**config.mk**
```make
export PLATFORM = sky130hd
export DESIGN_NAME = seg7_scan_driver
export DESIGN_NICKNAME = d
export VERILOG_FILES = /design/src/rtl/seg7_scan_driver.sv
export SDC_FILE = /design/constraint.sdc
export NUM_CORES = 1
export LEC_CHECK = 0
export CAP_MARGIN = 10
export CORE_ASPECT_RATIO = 0.9
export CORE_UTILIZATION = 52
export DETAILED_ROUTE_END_ITERATION = 8
export PLACE_DENSITY = 0.85
export SLEW_MARGIN = 20
export SYNTH_ARGS = -nofsm -noshare
export SYNTH_HDL_FRONTEND = slang
export SYNTH_SLANG_ARGS = --single-unit
```
**constraint.sdc**
```tcl
create_clock -name Clock -period 3.18 [get_ports Clock]
set_input_delay 0.477 -clock Clock [delete_from_list [all_inputs] [get_ports Clock]]
set_output_delay 0.477 -clock Clock [all_outputs]
set_load 0.02 [all_outputs]
```
**src/rtl/seg7_scan_driver.sv**
```systemverilog
// seg7_scan_driver: time-multiplexes four 7-segment digit patterns onto one
// shared segment bus with one-hot digit anodes. A per-frame snapshot keeps a
// frame from mixing old and new digits, and a blanking interval at the start
// of each digit slot suppresses ghosting.
module seg7_scan_driver #(
  parameter int unsigned DIV            = 50000,
  parameter int unsigned BLANK          = 2,
  parameter bit          SEG_ACTIVE_LOW = 1'b1,
  parameter bit          AN_ACTIVE_LOW  = 1'b1
) (
  input  logic       Clock,
  input  logic       Reset,
  input  logic       Enable,
  input  logic [6:0] S7D1,
  input  logic [6:0] S7D2,
  input  logic [6:0] S7D3,
  input  logic [6:0] S7D4,
  output logic [6:0] Seg,
  output logic [3:0] Anode,
  output logic [1:0] Digit,
  output logic       FrameStart
);

  localparam int unsigned   CW       = (DIV > 1) ? $clog2(DIV) : 1;
  localparam logic [CW-1:0] CNT_LAST = CW'(DIV - 1);
  localparam logic [6:0]    SEG_OFF  = {7{SEG_ACTIVE_LOW}};
  localparam logic [3:0]    AN_OFF   = {4{AN_ACTIVE_LOW}};

  logic [CW-1:0] r_cnt;
  logic [1:0]    r_dig;
  logic [6:0]    r_snap [4];

  logic [6:0]    r_seg;
  logic [3:0]    r_anode;
  logic [1:0]    r_digit;
  logic          r_frame_start;

  logic          w_cnt_last;
  logic          w_lit;
  logic [3:0]    w_an_raw;
  logic [6:0]    w_seg_raw;

  assign w_cnt_last = (r_cnt == CNT_LAST);

  // With no blanking every cycle of the slot is lit; avoids a constant compare.
  generate
    if (BLANK == 0) begin : g_noblank
      assign w_lit = 1'b1;
    end else begin : g_blank
      assign w_lit = (r_cnt >= CW'(BLANK));
    end
  endgenerate

  // Active-high anode/segment values derived from the current scan state.
  always_comb begin
    w_an_raw  = '0;
    w_seg_raw = '0;
    if (Enable && w_lit) begin
      w_an_raw = 4'b0001 << r_dig;
    end
    if (w_an_raw != '0) begin
      w_seg_raw = r_snap[r_dig];
    end
  end

  // Prescaler, digit index and frame snapshot; all hold while disabled.
  always_ff @(posedge Clock) begin
    if (Reset) begin
      r_cnt <= '0;
      r_dig <= '0;
      for (int unsigned k = 0; k < 4; k++) begin
        r_snap[k] <= '0;
      end
    end else if (Enable) begin
      if (w_cnt_last) begin
        r_cnt <= '0;
        r_dig <= r_dig + 2'd1;
        if (r_dig == 2'd3) begin
          r_snap[0] <= S7D1;
          r_snap[1] <= S7D2;
          r_snap[2] <= S7D3;
          r_snap[3] <= S7D4;
        end
      end else begin
        r_cnt <= r_cnt + CW'(1);
      end
    end
  end

  // Registered outputs with polarity applied at the flop.
  always_ff @(posedge Clock) begin
    if (Reset) begin
      r_seg         <= SEG_OFF;
      r_anode       <= AN_OFF;
      r_digit       <= '0;
      r_frame_start <= 1'b0;
    end else begin
      r_seg         <= w_seg_raw ^ SEG_OFF;
      r_anode       <= w_an_raw ^ AN_OFF;
      r_digit       <= r_dig;
      r_frame_start <= Enable && (r_dig == 2'd0) && (r_cnt == '0);
    end
  end

  assign Seg        = r_seg;
  assign Anode      = r_anode;
  assign Digit      = r_digit;
  assign FrameStart = r_frame_start;

endmodule
```
==> key figures <==
Timing
  – Fin. Hold Viols: 0
  – Fin Setup TNS: 0 ps
  – Clock period minus worst slack: 2330 ps
  – Clock skew: 9.15 ps
  – Setup-failing EPs final: 0
  – Worst-margin pin slew: 471 ps
  – RSZ-0062 raised after global routing: no
  – Max Slew Vio Count: 0
  – Fin worst setup slack: 849 ps
  – Final worst-path cycle share: 0.733
  – Max Freq: 429 MHz
  – Worst slew margin: 0.686

Setup path
  – Crit start category: input pin
  – Crit path max fanout: 28
  – Crit path capture type: register
  – Reg-to-Reg Start: r_cnt[1]
  – Critical Path AT: 2330 ps
  – Worst path required time: 3180 ps
  – CP startpoint: Enable
  – Worst setup path class: input pin to register

Placed design
  – Dpl ws: 511 ps
  – DP Wirelength: 3.31 mm
  – GPL Wtd Cong: 0.861
  – PortBufs: 44
  – Post-DP Area: 3100 um^2

Clocking
  – # hold bufs at CTS: 0
  – Post-CTS setup buffer count: 0
  – H-tree depth: 3
  – Clock tree root buffer cell: clkbuf_8
  – CTS tree: done
  – Post-CTS Resized: 0
  – Cts bufs inserted: 9
  – Worst skew pair latency: 340 ps
  – Clk sinks: 62
  – Maximum root-to-sink buffer count: 2
  – Clock Pin Slew Worst Setup and Hold Paths: 60 ps

Die
  – Core Area: 4830 um^2
  – Die width: 76.6 um
  – Die height: 69.1 um
  – Die ar.: 5290 um^2
  – Initial core utilization: 0.539
  – Core Rows: 24
  – Top Ports: 45

Drt
  – Vias: 1719
  – ANT nets after route: 0
  – Post-route DRC: 0
  – Wire per inst: 14.1 um
  – Vias per cell: 5.13
  – Routed WL: 4.74 mm
  – TritonRoute pass-1 iters: 4
  – DR iter-0 viols: 164

Final layout
  – Share of cells above drive strength 1: 0.107
  – Fin area: 3270 um^2
  – Area Overhead vs Synth: 25.6%
  – ANT cells: 0
  – Fill count: 350
  – Core Util, Final: 0.677
  – Final #Nets: 303

Hold path
  – Hold Crit Start: r_cnt[15]
  – Hold WC Path Type: register to register

Yosys
  – FFs w/ async S/R, synth: 0
  – Syn_nets: 252
  – Ys Warns: 0
  – Post-Syn Area: 2600 um^2
  – Main synth FF type: dfxtp_1
  – Post-synth EDFFs: 28
  – Mean Syn Cell Area: 12.2 um^2
  – Yosys reg bits: 62
  – Unique masters post-synth: 36
  – Sequential share of the synthesized area: 0.584
  – Cells after Synth: 214

Power
  – PD cells: 474 nW/um^2
  – Static Leakage: 1.16 nW
  – Worst ir drop on vdd: 305 uV

Run
  – Max-cap violations: 0

Global routing
  – Vias in the first global route: 1680
  – First-pass GRT wire length: 8.09 mm
  – Overall routing resource usage: 0.204
  – Initial antenna violation count: 0
  – Largest net degree at the start of global routing: 29
  – Overflow after GRT: 0

Outcome
  – Outcome: complete, no violations
cells in the final DEF (no fill, tap or decap), drive strengths merged:
master	count
xor2	2
xnor2	11
nor4b	1
clkinvlp	1
or4	2
nor3	4
mux2	1
o21bai	1
o311a	1
o31a	1
and3	1
clkdlybuf4s50	44
buf	3
ha	7
a21o	1
inv	8
dfxtp	34
or3	2
clkinv	3
mux2i	1
nor2	20
edfxtp	28
nand4	5
clkbuf	12
nor4	6
and2	28
nor2b	3
and4	3
nand3	7
o21ai	3
a21oi	4
mux4	7
nand2	15
worst max-delay path, stage by stage:
cell and delay (ps):
clkdlybuf4s50_1 640, and4_1 310, and4_1 220, nor2b_1 190
a21o_1 140, buf_4 330
kinds of logic after synthesis:
logic type,share of synthesized area
AO/OA/AOI/OAI,0.0264
XOR/XNOR,0.0437
flip-flops,0.584
multiplexers,0.0687
buffers and inverters,0.0288
adder cells (fa/ha/maj),0.0336
AND/OR/NAND/NOR,0.214
worst paths after layout:
path                   to  slack, ps  cells after the start
min reg2reg     r_cnt[15]        520                      2
min             r_cnt[15]        520                      2
max reg2reg  r_snap[1][5]        920                      6
max          r_snap[1][5]        850                      6
where the power goes:
group          internal, mW  switching (mW)
sequential            0.856          0.0110
combinational        0.0543          0.0342
clock                 0.300           0.295
area by class of cell:
| class | instances | area, um^2 | share of cell area |
|---|---|---|---|
| flip-flops and latches | 62 | 1520 | 0.465 |
| multi-input cells | 137 | 1010 | 0.308 |
| repair buffers | 47 | 463 | 0.142 |
| clock buffers | 12 | 145 | 0.0444 |
| well taps | 65 | 81.3 | 0.0249 |
| inverters | 8 | 30.0 | 0.00918 |
| clock inverters | 4 | 22.5 | 0.00689 |
metal layers:
| layer | routed length (um) | part of all wire | GRT usage |
|---|---|---|---|
| met5 | 0 | 0 | 0 |
| met4 | 91 | 0.019 | 0.109 |
| met3 | 216 | 0.046 | 0.0570 |
| met2 | 2420 | 0.51 | 0.325 |
| met1 | 2010 | 0.42 | 0.252 |
metrics by stage:
| step | power, mW | hold WS [ps] | instances |
|---|---|---|---|
| 4_1_cts | 1.56 | 517 | 335 |
| 3_5_place_dp | 0.973 | 507 | 319 |
| 6_report | 1.55 | 518 | 335 |
| 2_1_floorplan | 0.920 | 475 | 214 |
| 3_3_place_gp | 0.968 | 503 | 319 |
| 5_1_grt | 1.60 | 548 | 335 |
synthesized netlist by cell type (all sizes together), types with 2 or more instances:
| cell type | count | area (um^2) |
|---|---|---|
| or3 | 2 | 12.5 |
| nor4 | 6 | 43.8 |
| xor2 | 2 | 17.5 |
| nor3 | 4 | 20.0 |
| nor2b | 3 | 18.8 |
| ha | 7 | 87.6 |
| and4 | 3 | 26.3 |
| nand4 | 5 | 46.3 |
| a21oi | 4 | 20.0 |
| nor2 | 20 | 75.1 |
| clkbuf | 3 | 13.8 |
| or4 | 2 | 18.8 |
| o21ai | 3 | 15.0 |
| nand2 | 15 | 56.3 |
| inv | 8 | 30.0 |
| edfxtp | 28 | 841 |
| nand3 | 7 | 35.0 |
| xnor2 | 11 | 96.3 |
| buf | 4 | 31.3 |
| and2 | 28 | 175 |
| mux4 | 7 | 158 |
| dfxtp | 34 | 681 |
registers in the layout, summed over array words and instances (netlist names), named ones only:
name,cells
Digit,2
r_cnt,16
Seg,7
r_dig,2
FrameStart,1
Anode,4
r_snap,28
Power figures use the tool's default switching activity.
